**src/rtl/dt_tick_scheduler.sv**
```systemverilog
// Scan-point tick scheduler: pops tick intervals from an input buffer and emits a
// pixel strobe per interval with point/line/frame tracking. DT_TICK_SCHEDULER_FIFO_EN selects a 4-entry FIFO.
module dt_tick_scheduler #(
  parameter int POINTS_PER_LINE_P  = 360,
  parameter int LINES_PER_FRAME_P  = 240,
  parameter int NUMBER_OF_FRAMES_P = 5
) (
  input  logic        clk_i,
  input  logic        rst_i,
  input  logic        enable_i,
  input  logic        dt_ticks_valid_i,
  input  logic [15:0] dt_ticks_i,
  output logic        dt_ticks_ready_o,
  output logic        pixel_pulse_o,
  output logic        line_end_o,
  output logic        frame_end_o,
  output logic [15:0] point_idx_o,
  output logic [15:0] line_idx_o,
  output logic [7:0]  frame_idx_o,
  output logic        busy_o,
  output logic        done_o,
  output logic        underrun_o
);

`ifdef DT_TICK_SCHEDULER_FIFO_EN
  localparam int DEPTH = 4;
`else
  localparam int DEPTH = 1;
`endif
  localparam int AW = (DEPTH > 1) ? $clog2(DEPTH) : 1;

  typedef enum logic [1:0] {IDLE, COUNT, DONE} state_t;

  logic [DEPTH-1:0][15:0] mem;
  logic [AW-1:0]          wr_ptr, rd_ptr;
  logic [AW:0]            count, count_nxt;
  logic                   ready_q, push, pop, empty;
  logic [15:0]            head, load;

  state_t      state;
  logic [15:0] cnt;
  logic        pulse, last_pt, last_ln, final_pt;

  function automatic logic [AW-1:0] inc(input logic [AW-1:0] p);
    return (p == AW'(DEPTH-1)) ? '0 : p + 1'b1;
  endfunction

  assign empty     = (count == '0);
  assign head      = mem[rd_ptr];
  assign load      = (head == 16'd0) ? 16'd1 : head;
  assign push      = dt_ticks_valid_i && ready_q;
  assign count_nxt = count + {{AW{1'b0}}, push} - {{AW{1'b0}}, pop};

  assign last_pt  = (point_idx_o == 16'(POINTS_PER_LINE_P - 1));
  assign last_ln  = (line_idx_o == 16'(LINES_PER_FRAME_P - 1));
  assign final_pt = last_pt && last_ln && (frame_idx_o == 8'(NUMBER_OF_FRAMES_P - 1));
  assign pulse    = (state == COUNT) && enable_i && (cnt <= 16'd1);
  // Pop from IDLE to start counting, or back-to-back on a non-final pulse.
  assign pop      = !empty && enable_i && ((state == IDLE) || (pulse && !final_pt));

  assign dt_ticks_ready_o = ready_q;
  assign pixel_pulse_o    = pulse;
  assign line_end_o       = pulse && last_pt;
  assign frame_end_o      = pulse && last_pt && last_ln;
  assign busy_o           = (state == COUNT);
  assign done_o           = (state == DONE);

  always_ff @(posedge clk_i) begin
    if (push) mem[wr_ptr] <= dt_ticks_i;
  end

  // Ready is registered from next occupancy so it stays low throughout reset.
  always_ff @(posedge clk_i or posedge rst_i) begin
    if (rst_i) begin
      wr_ptr  <= '0;
      rd_ptr  <= '0;
      count   <= '0;
      ready_q <= 1'b0;
    end else begin
      if (push) wr_ptr <= inc(wr_ptr);
      if (pop)  rd_ptr <= inc(rd_ptr);
      count   <= count_nxt;
      ready_q <= (count_nxt != (AW+1)'(DEPTH));
    end
  end

  always_ff @(posedge clk_i or posedge rst_i) begin
    if (rst_i) begin
      state       <= IDLE;
      cnt         <= '0;
      point_idx_o <= '0;
      line_idx_o  <= '0;
      frame_idx_o <= '0;
      underrun_o  <= 1'b0;
    end else begin
      case (state)
        IDLE: begin
          if (pop) begin
            cnt   <= load;
            state <= COUNT;
          end
        end
        COUNT: begin
          if (!enable_i) begin
            state       <= IDLE;
            cnt         <= '0;
            point_idx_o <= '0;
            line_idx_o  <= '0;
            frame_idx_o <= '0;
          end else if (cnt > 16'd1) begin
            cnt <= cnt - 16'd1;
          end else begin
            if (last_pt) begin
              point_idx_o <= '0;
              if (last_ln) begin
                line_idx_o  <= '0;
                frame_idx_o <= frame_idx_o + 8'd1;
              end else begin
                line_idx_o <= line_idx_o + 16'd1;
              end
            end else begin
              point_idx_o <= point_idx_o + 16'd1;
            end
            if (final_pt) begin
              state <= DONE;
              cnt   <= '0;
            end else if (!empty) begin
              cnt <= load;
            end else begin
              underrun_o <= 1'b1;
              state      <= IDLE;
              cnt        <= '0;
            end
          end
        end
        DONE: begin
          if (!enable_i) begin
            state       <= IDLE;
            point_idx_o <= '0;
            line_idx_o  <= '0;
            frame_idx_o <= '0;
          end
        end
        default: state <= IDLE;
      endcase
    end
  end

endmodule
```
**config.mk**
```make
export PLATFORM = sky130hd
export DESIGN_NAME = dt_tick_scheduler
export DESIGN_NICKNAME = d
export VERILOG_FILES = /design/src/rtl/dt_tick_scheduler.sv
export SDC_FILE = /design/constraint.sdc
export NUM_CORES = 1
export LEC_CHECK = 0
export CAP_MARGIN = 15
export CORE_MARGIN = 10
export CORE_UTILIZATION = 42
export CTS_BUF_LIST = sky130_fd_sc_hd__clkbuf_2
export DETAILED_ROUTE_END_ITERATION = 6
export HOLD_SLACK_MARGIN = 0.08
export PLACE_DENSITY = 0.67
export SLEW_MARGIN = 10
export SYNTH_ARGS = -nofsm -noshare
export SYNTH_HDL_FRONTEND = slang
export SYNTH_SLANG_ARGS = --single-unit
```
**constraint.sdc**
```tcl
create_clock -name clk_i -period 3 [get_ports clk_i]
set_input_delay 0.3 -clock clk_i [delete_from_list [all_inputs] [get_ports clk_i]]
set_output_delay 0.3 -clock clk_i [all_outputs]
set_load 0.02 [all_outputs]
```
# [Yosys cells after proc, flatten, opt, wreduce, memory -nomap -nowiden]
# Index checks and enable logic that the tools add are counted.
[classes] addsub=8 magnitude_cmp=5 n_eq_ne=12 muxes=35 bitwise_logic=2 reduce_logical=25
[ops] operator="2-to-1 mux 16 bit" count=16
[ops] operator="case mux 16 bit (2 select lines)" count=3
[ops] operator="2-to-1 mux 8 bit" count=5
[ops] operator="adder 16 x 1 -> 16 bit (second input constant)" count=2
[ops] operator="bitwise mux 16 bit" count=1
[ops] operator="equality test 16 x 8 -> 1 bit (second input constant)" count=1
[ops] operator="equality test 16 x 9 -> 1 bit (second input constant)" count=1
[ops] operator="> comparator 16 x 1 -> 1 bit (second input constant)" count=1
[ops] operator="<= comparator 16 x 1 -> 1 bit (second input constant)" count=1
[ops] operator="logical NOT 16 bit" count=1
[ops] operator="case mux 8 bit (2 select lines)" count=1
[ops] operator="subtractor 16 x 1 -> 16 bit (second input constant)" count=1
[ops] operator="2-to-1 mux 2 bit" count=6
[ops] operator="logical AND 1 bit" count=11
[ops] operator="AND reduction 5 bit" count=2
[ops] operator="adder 8 x 1 -> 8 bit (second input constant)" count=1
[ops] operator="equality test 8 x 3 -> 1 bit (second input constant)" count=1
[ops] operator="AND reduction 4 bit" count=2
[ops] operator="!= test 3 x 2 -> 1 bit (second input constant)" count=2
[ops] operator="case mux 2 bit (3 select lines)" count=1
[ops] operator="logical NOT 2 bit" count=2
[ops] operator="!= test 2 bit (second input constant)" count=2
[ops] operator="!= test 4 x 2 -> 1 bit (second input constant)" count=1
[ops] operator="nonzero test 2 bit" count=2
[ops] operator="15 further kinds" count=20
[word_totals] reg_bits=80 in_bits=20 output_inout_bits=47 wordCells=98

# [Depth between registers and ports, before layout]
[logic_depth] word_depth=9 ltp_mapped=14

# [Worst setup path after synthesis]
# OpenSTA, ideal clock, no wires.
[synth_timing] path_type="register -> register" start="reg point_idx_o[0]" end="reg ready_q (netlist: dt_ticks_ready_o)" arrival_time_ns=2.908 setup_slack_ns=-0.035 path_stages_with_launch=14 n_path_buf=0 synth_period_minus_slack_ns=3.035 cell_sequence="dfrtp_1 > ha_1 > nor4bb_1 > nand4_1 > nor3_2 > nor3_1 > nor2_1 > nor2_1 > ha_1 > inv_1 > ha_1 > xnor2_1 > xnor2_1 > or2_2"
[synth_via] elab_chain_cells=9
[synth_rtl] item="from (decl)" line="17" text="output logic [15:0] point_idx_o,"
[synth_rtl] item="from (signal assigned)" line="122" text="point_idx_o <= point_idx_o + 16'd1;"
[synth_rtl] item="equality test 16 x 9 -> 1 bit" line="54" text="assign last_pt = (point_idx_o == 16'(POINTS_PER_LINE_P - 1));"
[synth_rtl] item="logical AND 1 bit (2 in a row)" line="56" text="assign final_pt = last_pt && last_ln && (frame_idx_o == 8'(NUMBER_OF_FRAMES_P - 1));"
[synth_rtl] item="logical NOT 1 bit" line="59" text="assign pop = !empty && enable_i && ((state == IDLE) || (pulse && !final_pt));"
[synth_rtl] item="logical AND 1 bit" line="59"
[synth_rtl] item="logical OR 1 bit" line="59"
[synth_rtl] item="logical AND 1 bit" line="59"
[synth_rtl] item="subtractor 2 x 1 -> 2 bit" line="52" text="assign count_nxt = count + {{AW{1'b0}}, push} - {{AW{1'b0}}, pop};"
[synth_rtl] item="named net count_nxt[1]" line="36" text="logic [AW:0] count, count_nxt;"
[synth_rtl] item="!= test 2 x 1 -> 1 bit" line="83" text="ready_q <= (count_nxt != (AW+1)'(DEPTH));"
[synth_rtl] item="to (signal assigned)" line="83"
[synth_rtl] item="to (decl)" line="37" text="logic ready_q, push, pop, empty;"
# The timed path passes the listed nets, and every way through them passes these cells.
# A chain may end at the register's enable or synchronous reset.

# [Worst setup path in the final report]
[layout_timing] start="reg line_idx_o[14]" end="reg ready_q (netlist: dt_ticks_ready_o)"
[layout_via] elab_chain_cells=9
[layout_rtl] item="from (decl)" line="18" text="output logic [15:0] line_idx_o,"
[layout_rtl] item="from (signal assigned)" line="119" text="line_idx_o <= line_idx_o + 16'd1;"
[layout_rtl] item="equality test 16 x 8 -> 1 bit" line="55" text="assign last_ln = (line_idx_o == 16'(LINES_PER_FRAME_P - 1));"
[layout_rtl] item="logical AND 1 bit (2 in a row)" line="56"
[layout_rtl] item="logical NOT 1 bit" line="59"
[layout_rtl] item="logical AND 1 bit" line="59"
[layout_rtl] item="logical OR 1 bit" line="59"
[layout_rtl] item="logical AND 1 bit" line="59"
[layout_rtl] item="subtractor 2 x 1 -> 2 bit" line="52"
[layout_rtl] item="named net count_nxt[1]" line="36"
[layout_rtl] item="!= test 2 x 1 -> 1 bit" line="83"
# The timed path passes the listed nets, and every way through them passes these cells.

==> run summary <==
The library cell used most frequently in the layout, excluding fill and tap cells, is sky130_fd_sc_hd__clkdlybuf4s50_1. Yosys printed 0 warnings. After clock tree synthesis, the clock-pin slew on the worst setup and hold paths is 0.24 ns. The clock latency on the worst-skew pair is 0.52 ns. The worst hold-check slack was 0.202 ns. The fraction of layout instances using a drive strength above 1 is 0.129, and the number of enable flip-flop cells after synthesis is 16. The die boundary height works out to 122 um.

The largest individual stage delay along the critical path comes from the cell sky130_fd_sc_hd__or4_4. Critical path's top delay family: simple AND/OR/NAND/NOR gates. The run finished with clean final reports.

The worst-case IR drop observed on VDD is 0.342 mV. STA classifies the critical path endpoint as a flop. Once placement completed, the tool counted placed cells totaling 697. The horizontal extent of the die was 122 um. TritonCTS built the clock tree.

For the count of endpoints failing hold in the final timing report, the log shows 0. The number of distinct standard cells referenced by the synthesized netlist came out at 64. After routing the design area is 0.00553 sq mm.

When the netlist entered floorplanning its net count stood at 507. The buffer and inverter count on the worst path was 1; the post-route clock skew was 0.0409 ns. The net switching share of the total power works out to 0.428. The portion of the clock cycle consumed by the worst path in the final layout works out to 0.977.

In the final routed layout, each cell accounts on average for 16.1 um. The logs give 0.129 for the part of the total power dissipated in the clock network and 957 for the final-layout fill cell count. The tools report the final design utilization as 0.543. The share of the yosys chip area belonging to registers was 0.467. In this run the worst path has a maximum fanout of 2. The number of clock sinks came out at 78. The logs give 0.0697 ns for the worst setup slack after layout and 0 for the number of diodes.

The tightest min-delay check is of the primary input to asynchronous set/reset pin type. The via count normalized by instance count is 5.61, and the floorplan die area is 0.0148 sq mm. The first-pass GRT wire length is 18800 um. Wires add up to 11600 um. Relative to the synthesized area, the layout overhead comes to 27.1%.

The logs give 341 MHz for the timing-limited maximum frequency and 37 for the number of standard-cell rows in the floorplan. CTS placed an instance of sky130_fd_sc_hd__clkbuf_2 at the clock tree root. The logs give 9 for the TritonCTS buffer count and 3.35 ns for the arrival time reported for the critical path endpoint. The final layout contains 608 nets.

The total power per unit cell area was 688 mW/mm^2; the post-detailed-placement half-perimeter wirelength was 8630 um. The number of port buffers is 66. The detailed router placed 4029 vias in this run. The share of power burned in registers is 0.411, and the area of the mapped netlist is 0.00435 sq mm. For the worst setup path, the data required time is 3.42 ns.

The kind of launch point of the worst setup path is a flop. For the pin count of the biggest net entering global routing, the log shows 38. The transition time of the tightest slew-check pin is 0.783 ns, and the maximum clock path buffer count is 2. The count of boundary I/O pins is 67, and the relative contribution of combinational cells to total power is 0.460. The critical path is of the flop to flop type.

The initial antenna violation count is 0. The run gives 0.0102 sq mm as the core outline area. Averaged over all synthesized cells, the footprint is 9.13 sq um. For the post-cts hold buffer count, the log shows 0. Max-cap violations in this run came to 0. The total overflow left after global routing is 0. The analysis attributes to net switching a power of 0.00163 W. The worst slew margin relative to its limit is 0.477. The shortest clock period the worst path allows after layout was 2.93 ns; the number of cells in the finished layout apart from fillers was 718. In the synthesized netlist, the number of instances is 476. Counting flops and latches in the post-synthesis netlist gives 78. Startpoint of the worst setup timing path: line_idx_o[14]$_DFFE_PP0P_. The total number of H-tree levels was 3; the async set-or-reset flop fraction in the synthesized netlist was 0.795. The logs give 0 for the count of pins over their slew limit and 0 for the detailed-route DRC error count. For this block, the initial DRC count from the detailed router was 372.

Summed over all cells, the static leakage comes to 2.19 nW. The delay of the slowest cell on the worst path was 0.51 ns; the overall routing resource usage was 0.154. Traced cell by cell, the critical path runs through or4_4 > nand4b_1 > nor3_2 > nor3_2 > nor2_1 > nor2_1 > ha_1 > inv_2 > ha_4 > xnor2_2 > xnor2_1 > or2_4. The tools report the number of nets with antenna violations after detailed routing as 0.

In this run the critical register-to-register path is launched from line_idx_o[14]$_DFFE_PP0P_. The routability-driven placement congestion ratio is 0.918. The library cells used most frequently in the layout, excluding fill and tap cells, are 63 x sky130_fd_sc_hd__clkdlybuf4s50_1, 61 x sky130_fd_sc_hd__dfrtp_1, 51 x sky130_fd_sc_hd__nor2_1, 40 x sky130_fd_sc_hd__buf_4, 35 x sky130_fd_sc_hd__o21ai_1.

Before antenna repair, the detailed router went through 6 iterations. The setup violation total in the final timing report is 0, and the design internal power is 0.00218 W. Timing analysis after detailed placement gives a worst setup slack of 0.115 ns.

The via count of the first global-routing pass was 3831. The starting utilization of the core area was 0.427. In the synthesized netlist the dominant register cell turns out to be sky130_fd_sc_hd__dfrtp_1. The placed instances occupy a cell area of 0.00537 sq mm.
==> final cells by class <==
class | instances | area, sq um | area share
Multi-Input combinational cell | 363 | 2210 | 0.400
Sequential cell | 78 | 2030 | 0.368
Timing Repair Buffer | 106 | 950 | 0.172
Tap cell | 136 | 170 | 0.0308
Clock buffer | 10 | 50.0 | 0.00906
Inverter | 19 | 71.3 | 0.0129
Clock inverter | 6 | 38.8 | 0.00702
==> through the flow <==
| stage | power (W) | TNS [ns] |
|---|---|---|
| global placement | 0.00317 | 0 |
| CTS | 0.00373 | 0 |
| detailed placement | 0.00322 | 0 |
| floorplan | 0.00263 | 0 |
| global route | 0.00411 | -0.0690 |
| finish | 0.00380 | 0 |
==> Yosys cell counts, types with 11 or more instances <==
| cell type | number | share of area |
|---|---|---|
| sky130_fd_sc_hd__nor4_1 | 13 | 0.019 |
| sky130_fd_sc_hd__inv_1 | 19 | 0.016 |
| sky130_fd_sc_hd__xnor2_1 | 11 | 0.022 |
| sky130_fd_sc_hd__nand2b_1 | 11 | 0.016 |
| sky130_fd_sc_hd__and3_1 | 12 | 0.017 |
| sky130_fd_sc_hd__o31ai_1 | 15 | 0.026 |
| sky130_fd_sc_hd__nor2_1 | 51 | 0.044 |
| sky130_fd_sc_hd__ha_1 | 11 | 0.032 |
| sky130_fd_sc_hd__o21ai_1 | 34 | 0.039 |
| sky130_fd_sc_hd__nor3_1 | 22 | 0.025 |
| sky130_fd_sc_hd__o21ai_0 | 32 | 0.037 |
| sky130_fd_sc_hd__nand2_1 | 33 | 0.028 |
| sky130_fd_sc_hd__a21oi_1 | 15 | 0.017 |
| sky130_fd_sc_hd__dfrtp_1 | 62 | 0.36 |
| sky130_fd_sc_hd__edfxtp_1 | 16 | 0.11 |
| sky130_fd_sc_hd__nand3_1 | 22 | 0.025 |
==> repair_timing <==
action | CTS | global route
pin swaps | 0 | 7
gates resized for setup | 9 | 11
setup endpoints to repair | 3 | 3
setup buffers | 0 | 5
==> cell families (layout without fill, tap and decap cells) <==
family                   Yosys count  after routing  synth area share
AO/OA/AOI/OAI                    130            130             0.185
multiplexers                       3              3           0.00720
XOR/XNOR                          12             12            0.0242
buffers and inverters             35            141            0.0331
flip-flops                        78             78             0.467
AND/OR/NAND/NOR                  207            207             0.252
adder cells (fa/ha/maj)           11             11            0.0317
==> sequential cells by signal (all words and copies together) (netlist names) <==
signal / count
cnt: 16
count: 2
dt_ticks_ready_o: 1
frame_idx_o: 8
line_idx_o: 16
mem: 16
point_idx_o: 16
state: 2
underrun_o: 1
==> final timing paths <==
check,endpoint,slack [ns],cells after the start
setup / recovery,dt_ticks_ready_o$_DFF_PP0_,0.07,12
hold / removal,frame_idx_o[7]$_DFFE_PP0P_,0.20,2
setup reg to reg,dt_ticks_ready_o$_DFF_PP0_,0.07,12
hold reg to reg,underrun_o$_DFFE_PP0P_,0.54,1
max in group asynchronous,line_idx_o[1]$_DFFE_PP0P_,2.03,3
min in group clk_i,mem[9]$_DFFE_PP_,0.30,1
==> power by group through the flow <==
| stage | Sequential [W] | Clock (W) | Combinational, W |
|---|---|---|---|
| 2_1_floorplan | 0.00159 | 0 | 0.00104 |
| 3_3_place_gp | 0.00157 | 0 | 0.00161 |
| 3_5_place_dp | 0.00158 | 0 | 0.00164 |
| 4_1_cts | 0.00156 | 0.000510 | 0.00166 |
| 5_1_grt | 0.00160 | 0.000562 | 0.00195 |
| 6_report | 0.00156 | 0.000490 | 0.00175 |
==> layer usage <==
layer / share of wire / GRT usage / wire, um / vias to the layer above
li1: - / - / - / 1971
met1: 0.46 / 0.203 / 5320 / 1935
met2: 0.47 / 0.243 / 5400 / 107
met3: 0.059 / 0.0342 / 685 / 16
met4: 0.016 / 0.0559 / 182 / 0
met5: 0 / 0 / 0 / -
No activity file was read; power rests on OpenSTA's default activity.
